[src/rtl/ram_arbiter_2x.sv]
// ram_arbiter_2x: two-requester arbiter for a single-port RAM.
// Each access takes one ACCESS cycle. The RAM commits writes on the falling
// clock edge and its read data is combinational.
// Build option: define RAM_ARB_ROUND_ROBIN_EN to resolve simultaneous requests
// round-robin. Without it, requester 0 always wins.
module ram_arbiter_2x #(
   parameter int unsigned ADDR_W = 10,
   parameter int unsigned DATA_W = 10
) (
   input  logic              clk,
   input  logic              reset,
   input  logic              req0,
   input  logic              we0,
   input  logic [ADDR_W-1:0] addr0,
   input  logic [DATA_W-1:0] wdata0,
   input  logic              req1,
   input  logic              we1,
   input  logic [ADDR_W-1:0] addr1,
   input  logic [DATA_W-1:0] wdata1,
   output logic              ack0,
   output logic [DATA_W-1:0] rdata0,
   output logic              ack1,
   output logic [DATA_W-1:0] rdata1,
   output logic              ram_we,
   output logic [ADDR_W-1:0] ram_addr,
   output logic [DATA_W-1:0] ram_din,
   input  logic [DATA_W-1:0] ram_dout,
   output logic              busy
);

   typedef enum logic {IDLE = 1'b0, ACCESS = 1'b1} state_t;

   state_t            state, state_nxt;
   logic              owner, owner_nxt;
   logic              ack0_nxt, ack1_nxt;
   logic              ram_we_nxt, busy_nxt;
   logic [ADDR_W-1:0] ram_addr_nxt;
   logic [DATA_W-1:0] ram_din_nxt;
   logic [DATA_W-1:0] rdata0_nxt, rdata1_nxt;
   logic              elig0, elig1, grant_any, grant1;

   // A requester is not eligible while its ack is showing, so a held request is not served twice
   assign elig0     = req0 & ~ack0;
   assign elig1     = req1 & ~ack1;
   assign grant_any = elig0 | elig1;

`ifdef RAM_ARB_ROUND_ROBIN_EN
   logic rr_ptr;

   // rr_ptr = 1 favours requester 1. The last winner gets lowest priority.
   assign grant1 = elig1 & (~elig0 | rr_ptr);

   // Point the round-robin pointer at the requester that did not win
   always_ff @(posedge clk) begin
      if (reset)
         rr_ptr <= 1'b0;
      else if ((state == IDLE) && grant_any)
         rr_ptr <= ~grant1;
   end
`else
   // Fixed priority: requester 1 wins only when requester 0 is not eligible
   assign grant1 = elig1 & ~elig0;
`endif

   // State and output registers
   always_ff @(posedge clk) begin
      if (reset) begin
         state    <= IDLE;
         owner    <= 1'b0;
         ack0     <= 1'b0;
         ack1     <= 1'b0;
         ram_we   <= 1'b0;
         busy     <= 1'b0;
         ram_addr <= '0;
         ram_din  <= '0;
         rdata0   <= '0;
         rdata1   <= '0;
      end else begin
         state    <= state_nxt;
         owner    <= owner_nxt;
         ack0     <= ack0_nxt;
         ack1     <= ack1_nxt;
         ram_we   <= ram_we_nxt;
         busy     <= busy_nxt;
         ram_addr <= ram_addr_nxt;
         ram_din  <= ram_din_nxt;
         rdata0   <= rdata0_nxt;
         rdata1   <= rdata1_nxt;
      end
   end

   // Next state: grant in IDLE, then complete the access in ACCESS
   always_comb begin
      state_nxt    = state;
      owner_nxt    = owner;
      ack0_nxt     = 1'b0;
      ack1_nxt     = 1'b0;
      ram_we_nxt   = 1'b0;
      busy_nxt     = 1'b0;
      ram_addr_nxt = ram_addr;
      ram_din_nxt  = ram_din;
      rdata0_nxt   = rdata0;
      rdata1_nxt   = rdata1;
      case (state)
         IDLE: begin
            if (grant_any) begin
               state_nxt    = ACCESS;
               busy_nxt     = 1'b1;
               owner_nxt    = grant1;
               ram_we_nxt   = grant1 ? we1    : we0;
               ram_addr_nxt = grant1 ? addr1  : addr0;
               ram_din_nxt  = grant1 ? wdata1 : wdata0;
            end
         end
         ACCESS: begin
            state_nxt = IDLE;
            if (owner) begin
               ack1_nxt = 1'b1;
               if (!ram_we) rdata1_nxt = ram_dout;
            end else begin
               ack0_nxt = 1'b1;
               if (!ram_we) rdata0_nxt = ram_dout;
            end
         end
         default: state_nxt = IDLE;
      endcase
   end

endmodule
[config.mk]
export PLATFORM = sky130hd
export DESIGN_NAME = ram_arbiter_2x
export DESIGN_NICKNAME = d
export VERILOG_FILES = /design/src/rtl/ram_arbiter_2x.sv
export SDC_FILE = /design/constraint.sdc
export NUM_CORES = 1
export LEC_CHECK = 0
export BUFFER_PORTS_ARGS = -buffer_cell sky130_fd_sc_hd__buf_2
export CORE_ASPECT_RATIO = 0.6
export CORE_MARGIN = 3
export CORE_UTILIZATION = 42
export CTS_CLUSTER_DIAMETER = 120
export DETAILED_ROUTE_END_ITERATION = 7
export PLACE_DENSITY = 0.86
export SLEW_MARGIN = 20
export SYNTH_ARGS = -nofsm -noshare
export SYNTH_HDL_FRONTEND = slang
export SYNTH_SLANG_ARGS = --single-unit
[constraint.sdc]
create_clock -name clk -period 2.03 [get_ports clk]
set_input_delay 0 -clock clk [delete_from_list [all_inputs] [get_ports clk]]
set_output_delay 0 -clock clk [all_outputs]
set_load 0.01 [all_outputs]
==> results.json, run 1 <==
{
  "hold_viol": 0,
  "gr-total-overflow": 0,
  "syn_avg_cell_area_um2": 9.92,
  "final_max_slew_viol_count": 0,
  "peakVddDrop_v": 0.000432,
  "endpoint_kind": "flip-flop",
  "final_area_mm2": 0.00291,
  "io_pins": 100,
  "critical_path_class": "flip-flop to flip-flop",
  "clock_skew_ns": 0.00530,
  "yosysUniqueCellTypes": 22,
  "powerDensity_mw_per_mm2": 741,
  "drive_gt1_frac": 0.467,
  "pre_cts_ws_ns": 0.449,
  "worstPathArrival_ns": 1.78,
  "cts.sinks": 45,
  "antenna_found_initial": 0,
  "ant_nets": 0,
  "critPathLaunchType": "flip-flop",
  "nets": 378,
  "grt_max_degree": 26,
  "final_cells": 383,
  "p_seq_frac": 0.456,
  "core-area_mm2": 0.00428,
  "first_global_vias": 1903,
  "syn_nets": 252,
  "switching_share": 0.266,
  "synth_edf_count": 0,
  "die_w_um": 93.8,
  "p_comb_frac": 0.228,
  "crit_required_ns": 2.24,
  "die_area_mm2": 0.00551,
  "syn_inst": 196,
  "grt_usage": 0.199,
  "grt_pass1_wl_um": 8650,
  "avgViaCountPerCell": 4.93,
  "status": "completed",
  "cts_root_buf": "clkbuf_8",
  "dp.cells": 344,
  "gp_congestion": 0.730,
  "syn_to_final_growth_pct": 49.6,
  "place_area_mm2": 0.00248,
  "cts_resized": 0,
  "numCtsBuffers": 5,
  "power_frac_clock": 0.316,
  "diodes": 0,
  "max_cap_violations": 0,
  "htreeDepth": 2,
  "p_leak_nw": 1.43,
  "final_common_cell": "buf_2",
  "vias": 1890,
  "drt_wl_total_um": 5580,
  "async_flop_share": 0,
  "clock_path_buffers": 2,
  "synth.cell_area_mm2": 0.00194,
  "yosys_warnings": 0,
  "drc": 0,
  "dpl.hpwl_um": 3700,
  "fin_total_pwr_w": 0.00216,
  "synth-seq-area-share": 0.463,
  "final_cell_mix": "99 x buf_2, 45 x dfxtp_1, 42 x nor2_1",
  "relSlewSlack": 0.535,
  "clock.fmax_mhz": 639,
  "die_h_um": 58.7,
  "p_int_w": 0.00158,
  "switching_power_w": 0.000573,
  "cts_tree": "yes",
  "worstMarginPinSlew_ns": 0.696,
  "clk_pin_slew_ns": 0.08,
  "insertion_delay_ns": 0.28,
  "finalCritPeriodShare": 0.771,
  "dr.first_iter.drc_count": 40,
  "avgRoutedWirePerCell_um": 14.6,
  "finalSetupViolCount": 0,
  "port_buffers": 99,
  "fin_setup_tns_ns": 0,
  "hold_class": "input pin to flip-flop",
  "min_period_ns": 1.57,
  "initial_core_util": 0.454,
  "postCtsSetupBuffers": 0,
  "cts_hold_buffers": 30,
  "ys_ff_latch": 45,
  "ys.flop_type": "dfxtp_1",
  "cp_max_fo": 20,
  "rsz0062_at_grt": "false",
  "timing.final.ws_setup_ns": 0.464,
  "drt-pass1-iter-count": 4,
  "rows": 18
}
-- cells by family (layout without fill, tap and decap cells) --
kind of cell	count (synthesis)	count (layout)	synth area share
flip-flops	45	45	0.463
buffers and inverters	15	142	0.0450
AO/OA/AOI/OAI	42	42	0.225
multiplexers	21	21	0.108
AND/OR/NAND/NOR	73	73	0.158
-- critical path, cell delays in order, from the launching register on --
cell and delay [ns]:
dfxtp_1 0.34, nand2b_1 0.18, and2_2 0.56, a21oi_1 0.18
a211oi_2 0.23
-- cells in the mapped netlist (2+ instances only) --
master / instances / area, um^2
clkbuf_1: 4 / 15.0
nand2_1: 22 / 82.6
a211oi_2: 19 / 238
a21oi_2: 18 / 158
buf_6: 2 / 22.5
dfxtp_1: 45 / 901
buf_4: 2 / 15.0
buf_2: 7 / 35.0
mux2i_1: 21 / 210
nor2_1: 42 / 158
nand2b_1: 2 / 12.5
a21oi_1: 2 / 10.0
-- layout make-up --
cell class | count | area (um^2)
tap | 60 | 75.1
clock inverter | 1 | 30.0
multi-input combinational | 136 | 956
sequential | 45 | 901
clock buffer | 7 | 86.3
timing repair buffer | 134 | 861
fill | 364 | 1370
-- metrics by stage --
stage	util	hold WS [ns]
3_5_place_dp	0.580	0.255
6_report	0.680	0.0189
2_1_floorplan	-	0.144
3_3_place_gp	0.580	0.245
4_1_cts	0.677	0.00157
5_1_grt	0.680	0.0325
-- registers in the layout (all words and copies together) (netlist names) --
name and cells:
ack0 1, ack1 1, busy 1, owner 1
ram_addr 10, ram_din 10, ram_we 1, rdata0 10
rdata1 10
-- final timing paths --
check	from	end	slack, ns	depth (start not counted)
hold / removal	we1	ram_we	0.02	3
setup reg to reg	ack0	ram_addr[7]	0.46	4
setup / recovery	ack0	ram_addr[7]	0.46	4
hold reg to reg	rdata1[0]	rdata1[0]	0.50	2
-- layer usage --
metal	wire length, um	track usage	part of all wire	vias up
met5	0	0	0	-
met4	105	0.0556	0.019	0
met3	260	0.0409	0.047	12
met2	2840	0.370	0.51	63
met1	2370	0.235	0.42	898
li1	-	-	-	917
-- power by group through the flow --
stage	logic (W)	clock network [W]	registers (W)
floorplan	0.000249	0	0.00103
global placement	0.000431	0	0.00100
detailed placement	0.000447	0	0.00100
CTS	0.000492	0.000697	0.000982
global route	0.000534	0.000738	0.000991
finish	0.000491	0.000681	0.000983
(Power assumes the default switching activity.)
==> run 2, diff against run 1 <==
==> constraint.sdc (replaced) <==
create_clock -name clk -period 1.47 [get_ports clk]
set_input_delay 0 -clock clk [delete_from_list [all_inputs] [get_ports clk]]
set_output_delay 0 -clock clk [all_outputs]
set_load 0.01 [all_outputs]
==> run 2 against run 1 <==
Register-to-register slack got worse by 0.28 ns. Sequential power increased by 38%. Sequential share of layout area fell by 0.38 points. Worst hold slack improved by 0.012 ns. Clock-buffer cell count is 1 lower. Critical path depth grew 1. Clock skew is 0.0016 ns higher. Fmax increased by 22%. Routed wire length is 0.48% higher. Critical path type unchanged. Largest power group unchanged.
==> results.json, run 2 (synthesized netlist as in run 1, its figures left out) <==
{
  "final_cell_mix": "99 x buf_2, 45 x dfxtp_1, 42 x nor2_1",
  "clock_skew_ns": 0.00690,
  "die_h_um": 58.7,
  "crit_slowest_cell": "dfxtp_1",
  "finalSetupViolCount": 0,
  "dp.cells": 350,
  "switching_power_w": 0.000800,
  "endpoint_kind": "flip-flop",
  "hold_viol": 0,
  "cts_tree": "yes",
  "antenna_found_initial": 0,
  "critical_path_class": "flip-flop to flip-flop",
  "power_frac_clock": 0.259,
  "hold_class": "input pin to flip-flop",
  "cts_resized": 0,
  "rsz0062_at_grt": "false",
  "dpl.hpwl_um": 3770,
  "initial_core_util": 0.454,
  "cts.sinks": 45,
  "switching_share": 0.287,
  "peakVddDrop_v": 0.000617,
  "path_buf_inv": 1,
  "pre_cts_ws_ns": 0.185,
  "port_buffers": 99,
  "nets": 384,
  "clock_path_buffers": 2,
  "die_area_mm2": 0.00551,
  "powerDensity_mw_per_mm2": 947,
  "status": "completed",
  "final_max_slew_viol_count": 0,
  "worstPathArrival_ns": 1.45,
  "path_delay_family": "compound AO/OA/AOI/OAI gates",
  "rows": 18,
  "fill_cells": 367,
  "syn_to_final_growth_pct": 51.5,
  "grt_max_degree": 26,
  "max_cap_violations": 0,
  "clock.fmax_mhz": 779,
  "p_leak_nw": 1.45,
  "grt_usage": 0.208,
  "min_period_ns": 1.28,
  "core-area_mm2": 0.00428,
  "htreeDepth": 2,
  "die_w_um": 93.8,
  "relSlewSlack": 0.725,
  "numCtsBuffers": 5,
  "clk_pin_slew_ns": 0.08,
  "crit_required_ns": 1.64,
  "cp_max_fo": 14,
  "ant_nets": 0,
  "critPathMaxStageDelay_ns": 0.33,
  "postCtsSetupBuffers": 0,
  "final_core_util": 0.688,
  "p_seq_frac": 0.488,
  "vias": 1864,
  "drt-pass1-iter-count": 4,
  "worstMarginPinSlew_ns": 0.413,
  "fin_setup_tns_ns": 0,
  "drive_gt1_frac": 0.477,
  "avgViaCountPerCell": 4.79,
  "cts_root_buf": "clkbuf_8",
  "drt_wl_total_um": 5610,
  "timing.final.ws_setup_ns": 0.186,
  "insertion_delay_ns": 0.29,
  "critPathLaunchType": "flip-flop",
  "grt_pass1_wl_um": 9010,
  "dr.first_iter.drc_count": 49,
  "drc": 0,
  "final_common_cell": "buf_2",
  "avgRoutedWirePerCell_um": 14.4,
  "p_int_w": 0.00199,
  "final_cells": 389,
  "gp_congestion": 0.759,
  "first_global_vias": 1944,
  "io_pins": 100,
  "gr-total-overflow": 0,
  "diodes": 0,
  "cts_hold_buffers": 31,
  "path_cells": "nand2b_1 > a21o_2 > buf_4 > a2bb2oi_1 > nor2_1",
  "finalCritPeriodShare": 0.873,
  "p_comb_frac": 0.254
}
[run 2: power groups by stage]
stage | combinational [W] | clock, W | sequential (W)
after floorplan | 0.000344 | 0 | 0.00143
after global placement | 0.000630 | 0 | 0.00138
after detailed placement | 0.000643 | 0 | 0.00139
after CTS | 0.000708 | 0.000749 | 0.00136
after global routing | 0.000768 | 0.000801 | 0.00137
final | 0.000708 | 0.000721 | 0.00136
[run 2: area by class of cell]
type / count / area, um^2 / area share
clock inverter: 2 / 10.0 / 0.00340
multi-input combinational: 136 / 956 / 0.325
clock buffer: 6 / 72.6 / 0.0246
sequential: 45 / 901 / 0.306
tap: 60 / 75.1 / 0.0255
timing repair buffer: 140 / 931 / 0.316
[run 2: worst paths after layout]
check	from	endpoint	slack (ns)	depth (start not counted)
max	ack1	owner	0.19	5
min	we1	ram_we	0.03	3
max reg2reg	ack1	owner	0.19	5
min reg2reg	rdata1[7]	rdata1[7]	0.50	2
[run 2: worst reg2reg max path, cell delays in order, from the launching register on]
cell       delay (ns)
dfxtp_1          0.33
nand2b_1         0.18
a21o_2           0.23
buf_4            0.20
a2bb2oi_1        0.17
nor2_1           0.05
[run 2: per-stage QoR]
stage	power, W	area [um^2]	hold slack (ns)
detailed placement	0.00203	2550	0.259
global placement	0.00201	2550	0.250
floorplan	0.00177	1940	0.144
finish	0.00279	2950	0.0314
CTS	0.00282	2950	0.0276
global route	0.00294	2950	0.0525
[run 2: routing by layer]
| metal | up-vias | track usage | share of wire |
|---|---|---|---|
| met1 | 879 | 0.265 | 0.45 |
| li1 | 930 | - | - |
| met5 | - | 0 | 0 |
| met4 | 0 | 0.0617 | 0.018 |
| met2 | 47 | 0.361 | 0.50 |
| met3 | 8 | 0.0396 | 0.034 |
==> run 3, diff against run 2 <==
--- a/config.mk
+++ b/config.mk
@@ -8,10 +8,11 @@
 export BUFFER_PORTS_ARGS = -buffer_cell sky130_fd_sc_hd__buf_2
 export CORE_ASPECT_RATIO = 0.6
 export CORE_MARGIN = 3
-export CORE_UTILIZATION = 42
+export CORE_UTILIZATION = 45
 export CTS_CLUSTER_DIAMETER = 120
 export DETAILED_ROUTE_END_ITERATION = 7
-export PLACE_DENSITY = 0.86
+export PLACE_DENSITY = 0.9
+export SETUP_SLACK_MARGIN = 0.3
 export SLEW_MARGIN = 20
 export SYNTH_ARGS = -nofsm -noshare
 export SYNTH_HDL_FRONTEND = slang
==> run 3 against run 2 <==
Clock-buffer cell count up 1. Register-to-register slack hardly changed. Non-clock buffer count rose by 1. Sequential share of layout area down 1.4 points. Global-route usage is 1.7 points higher. Die area is 6.1% lower. Sequential cell count unchanged.
==> results.json, run 3 (synthesized netlist as in run 1, its figures left out) <==
{
  "status": "completed",
  "pre_cts_ws_ns": 0.0422,
  "finalCritPeriodShare": 0.874,
  "p_comb_frac": 0.261,
  "reg2reg_depth": 6,
  "gr-total-overflow": 0,
  "drt_wl_total_um": 5980,
  "critical_path_class": "flip-flop to flip-flop",
  "dp.cells": 344,
  "hold_class": "input pin to flip-flop",
  "final_cell_mix": "99 x buf_2, 42 x nor2_1, 42 x dfxtp_1",
  "powerDensity_mw_per_mm2": 954,
  "rows": 17,
  "worstPathArrival_ns": 1.46,
  "min_period_ns": 1.28,
  "avgViaCountPerCell": 4.97,
  "first_global_vias": 1919,
  "peakVddDrop_v": 0.000679,
  "final_max_slew_viol_count": 0,
  "switching_power_w": 0.000843,
  "initial_core_util": 0.497,
  "grt_max_degree": 30,
  "die_area_mm2": 0.00517,
  "cts.sinks": 45,
  "clk_pin_slew_ns": 0.08,
  "fin_setup_tns_ns": 0,
  "final_common_cell": "buf_2",
  "grt_pass1_wl_um": 9320,
  "drc": 0,
  "insertion_delay_ns": 0.29,
  "p_int_w": 0.00212,
  "antenna_found_initial": 1,
  "die_h_um": 56.9,
  "io_pins": 100,
  "min_path_cells": 3,
  "rr_startpoint": "ack0",
  "clock_skew_ns": 0.00671,
  "drt-pass1-iter-count": 4,
  "syn_to_final_growth_pct": 59.6,
  "gp_congestion": 0.744,
  "port_buffers": 99,
  "r2r_slack_ns": 0.19,
  "clock.fmax_mhz": 779,
  "hold_viol": 0,
  "final_core_util": 0.793,
  "min-delay-start": "we0",
  "timing.hold.worst_endpoint": "ram_we",
  "core-area_mm2": 0.00391,
  "finalSetupViolCount": 0,
  "cts_tree": "yes",
  "timing.rr.end": "ram_addr[8]",
  "power_frac_clock": 0.278,
  "htreeDepth": 2,
  "p_leak_nw": 1.50,
  "clock_path_buffers": 2,
  "vias": 1928,
  "dr.first_iter.drc_count": 88,
  "crit_required_ns": 1.64,
  "numCtsBuffers": 5,
  "nets": 385,
  "die_w_um": 90.9,
  "cp_max_fo": 9,
  "switching_share": 0.285,
  "worstMarginPinSlew_ns": 0.436,
  "final_cells": 388,
  "cts_root_buf": "clkbuf_8",
  "drive_gt1_frac": 0.506,
  "critPathLaunchType": "flip-flop",
  "dpl.hpwl_um": 3790,
  "ant_nets": 0,
  "rsz0062_at_grt": "true",
  "hold_ws_ns": 0.00619,
  "avgRoutedWirePerCell_um": 15.4,
  "timing.final.ws_setup_ns": 0.186,
  "p_seq_frac": 0.461,
  "grt_usage": 0.225,
  "endpoint_kind": "flip-flop",
  "relSlewSlack": 0.709,
  "max_cap_violations": 0
}
[run 3: routing by layer]
metal / wire (um) / GRT usage / vias up
li1: - / - / 938
met1: 2570 / 0.269 / 915
met2: 3040 / 0.409 / 62
met3: 226 / 0.0428 / 13
met4: 140 / 0.0773 / 0
met5: 0 / 0 / -
[run 3: cell type report]
class | instances | area (um^2)
Antenna cell | 1 | 2.50
Multi-Input combinational cell | 136 | 1040
Tap cell | 57 | 71.3
Timing Repair Buffer | 141 | 982
Sequential cell | 45 | 905
Clock buffer | 7 | 96.3
Clock inverter | 1 | 5.00
Fill cell | 272 | 811
[run 3: worst max-delay path by stage]
| stage | from | endpoint | cells after the start |
|---|---|---|---|
| after floorplan | ack1 | ram_addr[9] | 5 |
| after global placement | ack1 | ram_addr[7] | 4 |
| after detailed placement | ack1 | ram_addr[7] | 4 |
| after CTS | ack0 | ram_addr[8] | 6 |
| after global routing | ack0 | ram_addr[8] | 6 |
| final | ack0 | ram_addr[8] | 6 |
[run 3: critical path, stage by stage, from the launching register on]
cell and delay (ns):
dfxtp_2 0.33, nand2b_4 0.16, and2_4 0.19, buf_12 0.12
buf_12 0.14, a21oi_4 0.15, a211oi_2 0.08
[run 3: stage by stage]
| step | power (W) | instance area (um^2) |
|---|---|---|
| after global placement | 0.00200 | 2530 |
| after CTS | 0.00293 | 3040 |
| after global routing | 0.00310 | 3100 |
| after detailed placement | 0.00202 | 2530 |
| after floorplan | 0.00178 | 1970 |
| final | 0.00296 | 3100 |
[run 3: power groups by stage]
stage | registers [W] | clock network [W] | logic, W
after floorplan | 0.00143 | 0 | 0.000354
after global placement | 0.00138 | 0 | 0.000616
after detailed placement | 0.00139 | 0 | 0.000628
after CTS | 0.00136 | 0.000835 | 0.000736
after global routing | 0.00137 | 0.000894 | 0.000832
final | 0.00136 | 0.000824 | 0.000773
[run 3: what timing repair did]
| item | 4_1_cts | 5_1_grt |
|---|---|---|
| resized for setup | 7 | 10 |
| cloned | 1 | 0 |
| buffers inserted | 3 | 0 |
| endpoints found under the hold margin | 39 | 0 |
| endpoints found under the setup margin | 33 | 36 |
| pin swaps | 14 | 14 |
| hold buffers | 31 | 0 |
